`src/rtl/lw_wb_queue.sv`:
```
// Load-writeback FIFO: buffers load results for the writeback port. An entry is visible one cycle after its push.
// in_ready depends only on occupancy, so a full queue refuses a push even when a pop happens in the same cycle.
module lw_wb_queue #(
  parameter int DATA_W = 32,
  parameter int REG_W  = 5,
  parameter int TAG_W  = 5,
  parameter int DEPTH  = 4,
  parameter int CNT_W  = $clog2(DEPTH) + 1
) (
  input  logic              clk,
  input  logic              rst,
  input  logic              flush,
  input  logic              in_valid,
  output logic              in_ready,
  input  logic [REG_W-1:0]  in_dst,
  input  logic [TAG_W-1:0]  in_tag,
  input  logic [DATA_W-1:0] in_data,
  output logic              out_valid,
  input  logic              out_ready,
  output logic [REG_W-1:0]  out_dst,
  output logic [TAG_W-1:0]  out_tag,
  output logic [DATA_W-1:0] out_data,
  output logic [CNT_W-1:0]  count
);
  localparam int PTR_W = $clog2(DEPTH);

  typedef struct packed {
    logic [REG_W-1:0]  dst;
    logic [TAG_W-1:0]  tag;
    logic [DATA_W-1:0] data;
  } entry_t;

  entry_t           mem_q [DEPTH];
  logic [PTR_W-1:0] wr_ptr_q, wr_ptr_d;
  logic [PTR_W-1:0] rd_ptr_q, rd_ptr_d;
  logic [CNT_W-1:0] count_q, count_d;
  logic             push, pop;
  entry_t           head;

  assign in_ready  = (count_q != CNT_W'(DEPTH));
  assign out_valid = (count_q != '0);
  assign push      = in_valid & in_ready;
  assign pop       = out_valid & out_ready;

  // Empty queue drives zeros so writeback never sees a stale entry.
  assign head     = out_valid ? mem_q[rd_ptr_q] : '0;
  assign out_dst  = head.dst;
  assign out_tag  = head.tag;
  assign out_data = head.data;
  assign count    = count_q;

  always_comb begin
    wr_ptr_d = wr_ptr_q;
    rd_ptr_d = rd_ptr_q;
    count_d  = count_q;
    if (flush) begin
      wr_ptr_d = '0;
      rd_ptr_d = '0;
      count_d  = '0;
    end else begin
      if (push) wr_ptr_d = wr_ptr_q + PTR_W'(1);
      if (pop)  rd_ptr_d = rd_ptr_q + PTR_W'(1);
      case ({push, pop})
        2'b10:   count_d = count_q + CNT_W'(1);
        2'b01:   count_d = count_q - CNT_W'(1);
        default: count_d = count_q;
      endcase
    end
  end

  always_ff @(posedge clk or negedge rst) begin
    if (!rst) begin
      wr_ptr_q <= '0;
      rd_ptr_q <= '0;
      count_q  <= '0;
    end else begin
      wr_ptr_q <= wr_ptr_d;
      rd_ptr_q <= rd_ptr_d;
      count_q  <= count_d;
    end
  end

  always_ff @(posedge clk) begin
    if (push && !flush) begin
      mem_q[wr_ptr_q] <= '{dst: in_dst, tag: in_tag, data: in_data};
    end
  end
endmodule
```
`config.mk`:
```
export PLATFORM = sky130hd
export DESIGN_NAME = lw_wb_queue
export DESIGN_NICKNAME = d
export VERILOG_FILES = /design/src/rtl/lw_wb_queue.sv
export SDC_FILE = /design/constraint.sdc
export NUM_CORES = 1
export LEC_CHECK = 0
export BUFFER_PORTS_ARGS = -buffer_cell sky130_fd_sc_hd__buf_2
export CAP_MARGIN = 10
export CORE_ASPECT_RATIO = 1.75
export CORE_MARGIN = 5
export CORE_UTILIZATION = 57
export CTS_CLUSTER_DIAMETER = 40
export CTS_CLUSTER_SIZE = 12
export DETAILED_ROUTE_END_ITERATION = 8
export GPL_TIMING_DRIVEN = 1
export PLACE_DENSITY_LB_ADDON = 0.25
export SKIP_LAST_GASP = 1
export SLEW_MARGIN = 20
export SYNTH_ARGS = -nofsm -noshare
export SYNTH_HDL_FRONTEND = slang
export SYNTH_SLANG_ARGS = --single-unit
```
`constraint.sdc`:
```
create_clock -name clk -period 2.7 [get_ports clk]
set_clock_uncertainty 0.1 [all_clocks]
set_input_delay 0.54 -clock clk [delete_from_list [all_inputs] [get_ports clk]]
set_output_delay 0.54 -clock clk [all_outputs]
set_load 0.05 [all_outputs]
```
After elaboration in Yosys (flattened, before gate mapping):

Memory sizes are Yosys's and may differ from the RTL's.
Index checks and enable logic that the tools add are counted.

* bits in registers: 7
* output and inout bits: 47
* memories kept: 1
* word-level logic and storage cells: 28
* memory bits (writable): 168

* add/subtract/negate cells: 4
* equality and inequality tests: 3
* bitwise gates (word level): 2
* multiplexer cells: 9
* reductions and logical operators: 6

Memories
* mem_q: depth 4, width 42, rd ports 1, clocked after memory_dff 0, wr ports 1, RTL line 33 `entry_t mem_q [DEPTH];`

Operators by type and width (number)
* 2-to-1 mux 42 bit: 1
* 2-to-1 mux 2 bit: 4
* case mux 3 bit (2 select lines): 1
* nonzero test 3 bit: 2
* adder 2 x 1 -> 2 bit (second input constant): 2
* nonzero test 2 bit: 2
* adder 3 x 1 -> 3 bit (second input constant): 1
* 2-to-1 mux 3 bit: 1
* inequality test 3 bit (second input constant): 1
* subtractor 3 x 1 -> 3 bit (second input constant): 1
* bitwise AND 1 bit: 2
* equality test 2 x 1 -> 1 bit (second input constant): 1
* equality test 2 bit (second input constant): 1
* 2-to-1 mux 1 bit: 2
* logical AND 1 bit: 1
* zero test 1 bit: 1

Longest topological paths before layout:

Gate-level depths: netlist (run 1).

* depth in word-level cells: 5
* gate-level depth with buffers: 7
* mapped depth without buffers: 6

Least setup slack after synthesis (run 1):

No wires, ideal clock.

* kind: register to register
* start: register count_q[1], in the netlist count[1]
* end: memory mem_q[1][0] (netlist name) (enable)
* slack: -109 ps
* cell stages (with the launch flop): 5
* buffers on the path: 1
* arrival: 2305 ps
* library setup time: 403 ps
* period minus slack after synthesis: 2809 ps
* cells stage by stage: dfrtp_1 > buf_2 > nor3b_2 > nor3_1 > and2_1

* longest elaborated chain between the ends: 5

RTL lines
* start, declared: RTL line 36 `logic [CNT_W-1:0] count_q, count_d;`
* start signal, assigned: RTL line 79 `count_q <= count_d;`
* inequality test 3 bit: RTL line 40 `assign in_ready = (count_q != CNT_W'(DEPTH));`
* bitwise AND 1 bit: RTL line 42 `assign push = in_valid & in_ready;`
* logical AND 1 bit: RTL line 84 `if (push && !flush) begin`
* 2-to-1 mux 1 bit: RTL line 84
* 2-to-1 mux 1 bit (implied by the code): RTL line 85 `mem_q[wr_ptr_q] <= '{dst: in_dst, tag: in_tag, data: in_data};`
* end, declared: RTL line 33

No other way between the ends.

Worst setup path after layout (run 1):

* start: register rd_ptr_q[0]
* end: output port out_data[22]

* longest elaborated chain between the ends: 2

RTL lines
* start, declared: RTL line 35 `logic [PTR_W-1:0] rd_ptr_q, rd_ptr_d;`
* start signal, assigned: RTL line 78 `rd_ptr_q <= rd_ptr_d;`
* memory (4 x 42 bit)
* 2-to-1 mux 42 bit: RTL line 46 `assign head = out_valid ? mem_q[rd_ptr_q] : '0;`
* end, declared: RTL line 22 `output logic [DATA_W-1:0] out_data,`

No other way between the ends.

==> results of run 1 <==
## power by group through the flow
stage | Sequential (mW) | Clock, mW | Combinational, mW
floorplan | 3.20 | 0 | 1.45
global placement | 3.21 | 0 | 1.88
detailed placement | 3.22 | 0 | 1.90
CTS | 3.16 | 2.27 | 1.91
global route | 3.18 | 2.40 | 2.04
finish | 3.17 | 2.22 | 1.92
## stage by stage
| step | util | setup TNS (ns) |
|---|---|---|
| finish | 0.691 | 0 |
| global route | 0.691 | -0.310 |
| CTS | 0.686 | 0 |
| detailed placement | 0.639 | 0 |
| global placement | 0.639 | 0 |
| floorplan | - | 0 |
## final cells by class
cell class	count	area (um^2)
diodes	2	5.00
clock buffers	17	425
clock inverters	14	121
fillers	773	3710
inverters	6	22.5
multi-input cells	134	1580
flip-flops and latches	175	5230
well taps	165	206
repair buffers	111	712
## layer usage
layer	GRT usage	vias up	part of all wire
li1	-	1559	-
met1	0.212	1805	0.37
met2	0.327	95	0.57
met3	0.0444	13	0.048
met4	0.0901	0	0.016
met5	0	-	0
## worst paths after layout
path	start	to	slack [ns]
worst max-delay path	rd_ptr_q[0]	out_data[22]	0.04
worst min-delay path	in_data[31]	mem_q[2][31]	0.23
worst max register to register	count[0]	count[1]	0.46
worst min register to register	wr_ptr_q[1]	wr_ptr_q[1]	0.50
max in group asynchronous	rst	rd_ptr_q[0]	1.92
min in group asynchronous	rst	count[1]	0.39
## state kept, by name (all words and copies together), names as in the netlist
name      cells
mem_q       168
count         3
rd_ptr_q      2
wr_ptr_q      2
## cell usage after synthesis
cell / n
ha_1: 4
nor3_1: 1
and2_1: 5
a31oi_1: 1
buf_4: 1
o21ai_0: 2
a211oi_1: 1
mux4_2: 42
nor2_1: 5
a22oi_1: 1
dfrtp_1: 7
nor3_2: 1
nand3b_1: 2
edfxtp_1: 168
nand2b_1: 4
nor3b_1: 1
clkbuf_1: 5
a221oi_1: 1
inv_1: 6
xor2_1: 2
or3_1: 1
buf_6: 5
a21oi_1: 6
o22ai_1: 2
buf_2: 9
xnor2_1: 1
nor3b_2: 1
nor4_1: 1
o311ai_0: 1
nand3_1: 3
o31ai_1: 1
fa_1: 1
a2111oi_0: 1
nor2b_1: 42
## cells by family after synthesis
logic type,count (synthesis),synth area share
muxes,42,0.136
DFF,175,0.753
AOI/OAI and AO/OA,17,0.0155
xor gates and xnor gates,3,0.00379
adders and majority gates,5,0.0101
buffers and inverters,26,0.0216
and+or+nand+nor,67,0.0599
## what timing repair did
item                                   in CTS  in global routing
endpoints found under the hold margin       7                  0
gates resized for setup                     0                  2
setup buffers                               0                  0
hold buffers                                1                  0
setup endpoints to repair                   0                 37
## critical path, stage by stage, from the launching register on
cell,delay [ns]
dfrtp_4,0.52
buf_12,0.18
mux4_2,0.53
nor2b_1,0.16
buf_2,0.22
==> qor.csv, run 1 <==
metric,value,unit
status,finished clean,
top-area cell type share of the netlist area,0.727,
Non-Filler Instances,624,
global-route total usage across every layer,0.186,
fmax,375,MHz
critical-path maximum fanout,9,
HP Class,input pin to register,
min cycle time layout,2.66,ns
Mean Syn Cell Area,20.7,um^2
"commonest cells after routing, fill and taps aside","168 x edfxtp_1, 93 x buf_2, 42 x mux4_2, 42 x nor2b_1, 19 x clkbuf_16",
first-pass GRT wire length,19900,um
Worst Reg-to-Reg Cells,5,
TritonCTS Buffers,17,
die area,14600,um^2
Final WS setup,0.0356,ns
fraction of layout cells with a size suffix above 1,0.414,
Area growth syn-to-layout,19.6,%
die height,156,um
Ys Warns,0,
Worst slew margin,0.643,
worst slew pin tran,0.536,ns
CTS H-tree depth,4,
power share of the combinational group,0.262,
initial DRC count,209,
Worst-Skew Late Latency,0.41,ns
remaining antenna violation count after routing,0,
CP Class,register to output port,
critical path startpoint category,register,
synth unique cells,34,
Cells after Synth,335,
"most common cell after layout, fill and taps aside",edfxtp_1,
clock tree buffer depth,2,
Final Max Tran Viols,0,
largest net degree at the start of global routing,44,
power per cell area,882,nW/um^2
hpwl dp,7890,um
number of global-route vias before repair,3790,
dpl ws,0.453,ns
core area,12000,um^2
routability cong.,0.716,
Leak,2.87,nW
Root Driver,clkbuf_16,
initial antenna violation count,2,
Worst-path clk slew,0.06,ns
detailed-route via count,3472,
Remaining DRCs,0,
Post-Syn Area,6940,um^2
final hold vios,0,
VDD IR max,703,uV
switching fraction of total power,0.317,
register area share after synthesis,0.753,
Hold Worst Slack,0.234,ns
Internal Power,5.00,mW
Pwr Total,7.31,mW
Yosys reg bits,175,
Synth area leader,edfxtp_1,
Worst Setup End Kind,output port,
number of cell rows,53,
routed wire length,12800,um
RSZ-0062 raised after global routing,true,
wire length per cell,20.5,um
routed vias/inst,5.56,
part of the power in the clock network,0.304,
Final #Nets,497,
I/O pin count,94,
Worst Path Required,2.06,ns
Switch Pwr,2.32,mW
sequential power share,0.434,
final count of negative-setup-slack endpoints,0,
fin crit share,0.987,
CTS tree,built,
die span in x,93.4,um
dominant cells by area after synthesis,"edfxtp_1 73%, mux4_2 14%, nor2b_1 3.8%, dfrtp_1 2.5%, buf_6 0.81%",
port buffer count,93,
post-layout instance area,8290,um^2
Initial DRT Pass Iterations,4,
initial core utilization,0.578,
crit path DAT,2.02,ns
syn_nets,387,
DP Area,7670,um^2
hold path depth,1,
Placed Cells,588,
clock sinks,175,
maxcap violations,0,
grt total ovfl,0,
Note: power is estimated with default switching activity, not from simulation.
==> run 2: changes to the inputs <==
--- a/config.mk
+++ b/config.mk
@@ -9,7 +9,7 @@
 export CAP_MARGIN = 10
 export CORE_ASPECT_RATIO = 1.75
 export CORE_MARGIN = 5
-export CORE_UTILIZATION = 57
+export CORE_UTILIZATION = 51
 export CTS_CLUSTER_DIAMETER = 40
 export CTS_CLUSTER_SIZE = 12
 export DETAILED_ROUTE_END_ITERATION = 8
==> constraint.sdc (replaced) <==
create_clock -name clk -period 2.3 [get_ports clk]
set_clock_uncertainty 0.1 [all_clocks]
set_input_delay 0.46 -clock clk [delete_from_list [all_inputs] [get_ports clk]]
set_output_delay 0.46 -clock clk [all_outputs]
set_load 0.05 [all_outputs]
==> qor.csv, run 2 (same netlist as run 1, synthesis figures left out) <==
metric,value,unit,change
status,"finished, violations left",,
failing checks,negative setup slack,,
CTS H-tree depth,4,,unchanged
final count of negative-setup-slack endpoints,42,,+42
max reg flops,168,,unchanged
number of global-route vias before repair,3769,,-0.55%
Area growth syn-to-layout,31.8,%,
grt total ovfl,0,,unchanged
core area,13400,um^2,+11%
port buffer count,93,,unchanged
CP Class,register to output port,,
CTS tree,built,,
hpwl dp,8460,um,+7.2%
global-route total usage across every layer,0.172,,-0.0141
Biggest register,mem_q,,
VDD IR max,737,uV,+4.9%
"most common cell after layout, fill and taps aside",edfxtp_1,,
"commonest cells after routing, fill and taps aside","168 x edfxtp_1, 50 x buf_2, 44 x buf_6",,
number of cell rows,56,,+5.7%
met1 wire length,5010,um,+6.1%
worst slew pin tran,0.417,ns,-0.119 ns
CP Cell Sequence,buf_4 -> buf_4 -> mux4_2 -> nor2b_4 -> buf_6,,
Worst-path clk slew,0.07,ns,about the same
remaining antenna violation count after routing,0,,unchanged
clock tree buffer depth,2,,unchanged
critical path's most frequent cell,buf_4,,
routed wire length,13300,um,+4.1%
RSZ-0062 raised after global routing,true,,
die area,16100,um^2,+11%
HP Class,input pin to register,,
hold path startpoint,in_data[5],,
critical path startpoint category,register,,
Root Driver,clkbuf_16,,
Placed Cells,604,,+2.7%
initial DRC count,181,,-13%
reg2reg end,count[1],,
TritonCTS Buffers,17,,unchanged
Worst-Skew Late Latency,0.41,ns,about the same
CP max-delay cell,dfrtp_4,,
fin crit share,1.09,,
antenna cells,0,,-2
die height,164,um,+5.4%
wire length per cell,20.4,um,-0.38%
Worst Setup End Kind,output port,,
routability cong.,0.723,,+0.89%
Final Max Tran Viols,0,,unchanged
"Largest stage delay, worst path",0.51,ns,-0.02 ns
Worst Reg-to-Reg Cells,6,,+1
uppermost layer routed,met5,,
fraction of layout cells with a size suffix above 1,0.517,,+0.103
hold path depth,1,,unchanged
die span in x,98.2,um,+5.1%
final hold vios,0,,unchanged
Worst slew margin,0.718,,+0.0759
Remaining DRCs,0,,unchanged
clock sinks,175,,unchanged
critical-path maximum fanout,4,,-5
routed vias/inst,5.38,,-3.3%
WHS Endpoint,mem_q[1][5],,
power per cell area,1050,nW/um^2,+19%
initial antenna violation count,1,,-1
largest net degree at the start of global routing,37,,-16%
met2 routed WL,7630,um,+5.3%
Initial DRT Pass Iterations,4,,unchanged
Pwr Total,9.56,mW,+31%
initial core utilization,0.518,,-0.0596
fmax,397,MHz,
detailed-route via count,3508,,+1.0%
I/O pin count,94,,unchanged
crit path DAT,1.96,ns,-0.06 ns
Final WS setup,-0.216,ns,-0.252 ns
Worst Path Required,1.74,ns,-0.32 ns
maxcap violations,0,,unchanged
Leak,3.23,nW,+13%
min cycle time layout,2.52,ns,
Routed met3 length,528,um,-13%
first-pass GRT wire length,20500,um,+3.4%
FF-to-FF Start,count[1],,
Non-Filler Instances,652,,+4.5%
Final #Nets,517,,+4.0%
R2R Setup Slk,0.15,ns,-0.31 ns
## run 2: power by group
group          internal [mW]  leakage (nW)  switching (mW)
sequential              3.63          1.61          0.0603
combinational           1.44          1.36            1.81
clock                   1.42         0.264            1.20
total                   6.49          3.23            3.07
## run 2: layout make-up
cell class,count,area (um^2)
Multi-Input combinational cell,134,1850
Clock buffer,18,429
Timing Repair Buffer,131,1270
Clock inverter,14,129
Fill cell,875,4240
Inverter,6,22.5
Sequential cell,175,5230
Tap cell,174,218
## run 2: critical path: cells and delay by family, from the launching register on
| family | cells | cell delay (ns) |
|---|---|---|
| muxes | 1 | 0.45 |
| DFF | 1 | 0.51 |
| and+or+nand+nor | 1 | 0.15 |
| buffers and inverters | 3 | 0.43 |
## run 2: repair_timing
item,in CTS,in global routing
endpoints found under the setup margin,42,44
buffers inserted,8,4
gates cloned,3,0
pin swaps,1,1
hold endpoints to repair,7,0
resized for setup,135,35
hold buffers,1,0
## run 2: worst max-delay path by stage
stage / startpoint / end / slack [ns] / cells past startpoint
floorplan: count[1] / mem_q[0][0] / -0.07 / 4
global placement: rd_ptr_q[0] / out_dst[4] / 0.12 / 4
detailed placement: rd_ptr_q[0] / out_data[10] / 0.11 / 4
CTS: rd_ptr_q[0] / out_data[28] / -0.25 / 5
global route: rd_ptr_q[0] / out_data[28] / -0.28 / 5
finish: rd_ptr_q[0] / out_data[22] / -0.22 / 5
## run 2: metal layers
metal,vias up,track usage
li1,1609,-
met1,1805,0.197
met2,82,0.318
met3,10,0.0450
met4,2,0.0485
met5,-,0
## run 2: through the flow
| step | setup TNS, ns | cell area, um^2 | util | setup slack, ns | hold slack (ns) |
|---|---|---|---|---|---|
| final | -7.59 | 9140 | 0.683 | -0.216 | 0.157 |
| after global routing | -10.38 | 9140 | 0.683 | -0.280 | 0.139 |
| after CTS | -8.59 | 8980 | 0.671 | -0.248 | 0.137 |
| after detailed placement | 0 | 7810 | 0.584 | 0.113 | 0.213 |
| after global placement | 0 | 7810 | 0.584 | 0.118 | 0.207 |
| after floorplan | -13.67 | 6940 | - | -0.0662 | 0.0644 |
==> run 3: changes to the inputs <==
--- a/config.mk
+++ b/config.mk
@@ -7,9 +7,11 @@
 export LEC_CHECK = 0
 export BUFFER_PORTS_ARGS = -buffer_cell sky130_fd_sc_hd__buf_2
 export CAP_MARGIN = 10
+export CELL_PAD_IN_SITES_DETAIL_PLACEMENT = 1
+export CELL_PAD_IN_SITES_GLOBAL_PLACEMENT = 1
 export CORE_ASPECT_RATIO = 1.75
 export CORE_MARGIN = 5
-export CORE_UTILIZATION = 51
+export CORE_UTILIZATION = 44
 export CTS_CLUSTER_DIAMETER = 40
 export CTS_CLUSTER_SIZE = 12
 export DETAILED_ROUTE_END_ITERATION = 8
==> qor.csv, run 3 (same netlist as run 1, synthesis figures left out) <==
metric,value,unit,change
CTS H-tree depth,4,,unchanged
failing checks,negative setup slack,,
Worst slew margin,0.725,,+0.00616
fin crit share,1.09,,about the same
worst slew pin tran,0.408,ns,-0.00913 ns
max reg flops,168,,unchanged
wire length per cell,22.5,um,+10%
die height,176,um,+7.2%
uppermost layer routed,met4,,
CTS tree,built,,
antenna cells,0,,unchanged
Routed met3 length,616,um,+17%
switching fraction of total power,0.324,,+0.00208
"commonest cells after routing, fill and taps aside","168 x edfxtp_1, 50 x buf_2, 43 x buf_6",,
part of the power in the clock network,0.275,,about the same
final hold vios,0,,unchanged
global-route total usage across every layer,0.158,,-0.0148
largest net degree at the start of global routing,30,,-19%
number of global-route vias before repair,3920,,+4.0%
sequential power share,0.389,,+0.003
remaining antenna violation count after routing,0,,unchanged
Initial DRT Pass Iterations,4,,unchanged
clock tree buffer depth,2,,unchanged
routed wire length,14900,um,+12%
critical-path maximum fanout,7,,+3
routed vias/inst,5.32,,-1.2%
clock sinks,175,,unchanged
Worst-path clk slew,0.06,ns,about the same
Switch Pwr,3.06,mW,-0.36%
Pwr Total,9.47,mW,-1.0%
routability cong.,0.750,,+3.8%
VDD IR max,619,uV,-16%
Area growth syn-to-layout,30.6,%,
fmax,397,MHz,about the same
initial DRC count,111,,-39%
CP Class,register to output port,,
Worst-Skew Late Latency,0.41,ns,about the same
Worst Path Required,1.74,ns,about the same
final core utilization,0.586,,-0.0974
Root Driver,clkbuf_16,,
hpwl dp,9000,um,+6.4%
Final #Nets,516,,-0.19%
power share of the combinational group,0.336,,-0.004
die span in x,105,um,+6.9%
Final WS setup,-0.217,ns,-0.00102 ns
power per cell area,1050,nW/um^2,about the same
die area,18500,um^2,+15%
Worst Setup End Kind,output port,,
Leak,3.15,nW,-2.5%
critical path startpoint category,register,,
port buffer count,93,,unchanged
I/O pin count,94,,unchanged
detailed-route via count,3525,,+0.48%
Hold Worst Slack,0.159,ns,+0.00152 ns
first-pass GRT wire length,21900,um,+6.8%
number of cell rows,60,,+7.1%
met2 routed WL,8460,um,+11%
HP Class,input pin to register,,
Fillers,1369,,+56%
RSZ-0062 raised after global routing,true,,
final count of negative-setup-slack endpoints,42,,unchanged
met1 wire length,5650,um,+13%
TritonCTS Buffers,17,,unchanged
Biggest register,mem_q,,
status,"finished, violations left",,
min cycle time layout,2.52,ns,+0.00102 ns
grt total ovfl,0,,unchanged
Remaining DRCs,0,,unchanged
fraction of layout cells with a size suffix above 1,0.486,,-0.0304
core area,15500,um^2,+16%
Internal Power,6.40,mW,-1.3%
initial antenna violation count,0,,-1
"most common cell after layout, fill and taps aside",edfxtp_1,,
initial core utilization,0.448,,-0.0698
Final Max Tran Viols,0,,unchanged
maxcap violations,0,,unchanged
crit path DAT,1.96,ns,about the same
==> run 3: cell count changes in the layout (fill, tap and decap cells not counted), sizes merged <==
cell / delta
buf: -4
clkbuf: +4
bufbuf: -1
==> run 3: routing by layer <==
metal  GRT usage  vias to the layer above
met4      0.0432                        0
met2       0.293                       80
met5           0                        -
met3      0.0377                       13
li1            -                     1603
met1       0.179                     1829
==> run 3: worst max-delay path: stages, from the launching register on <==
cell	delay (ns)
dfrtp_4	0.42
buf_12	0.15
clkbuf_16	0.17
mux4_2	0.49
nor2b_1	0.16
buf_6	0.15
==> run 3: final cells by class <==
type	count	area (um^2)	area share
Clock buffer	18	429	0.0474
Clock inverter	14	109	0.0120
Inverter	6	22.5	0.00249
Multi-Input combinational cell	134	1730	0.191
Sequential cell	175	5230	0.577
Tap cell	186	233	0.0257
Timing Repair Buffer	130	1310	0.144
==> run 3: power by group through the flow <==
stage	logic, mW	clock network [mW]	registers [mW]
floorplan	1.70	0	3.76
global placement	2.31	0	3.75
detailed placement	2.33	0	3.77
CTS	2.50	2.68	3.69
global route	3.33	2.84	3.69
finish	3.18	2.61	3.68
==> run 3: repair_timing <==
action / 4_1_cts / 5_1_grt
endpoints found under the setup margin: 44 / 44
gates resized for setup: 18 / 145
hold buffers: 1 / 0
gates cloned: 1 / 6
setup buffers: 5 / 6
hold endpoints to repair: 7 / 0
pin swaps: 1 / 1
==> run 3: worst paths after layout <==
kind | slack, ns | endpoint | start | cells after the start
worst max register to register | 0.18 | count[1] | count[0] | 6
worst min register to register | 0.51 | wr_ptr_q[1] | wr_ptr_q[1] | 2
max in group asynchronous | 1.56 | rd_ptr_q[0] | rst | 2
min in group asynchronous | 0.33 | count[2] | rst | 2
worst max-delay path | -0.22 | out_data[6] | rd_ptr_q[0] | 5
worst min-delay path | 0.16 | mem_q[0][20] | in_data[20] | 1
==> run 3: metrics by stage <==
step	cell area, um^2	TNS [ns]	setup slack, ns	cells
after CTS	8460	-9.84	-0.277	651
after detailed placement	7810	0	0.130	612
final	9050	-7.91	-0.217	663
after floorplan	6940	-13.67	-0.0662	335
after global routing	9050	-10.72	-0.275	663
after global placement	7810	0	0.143	612
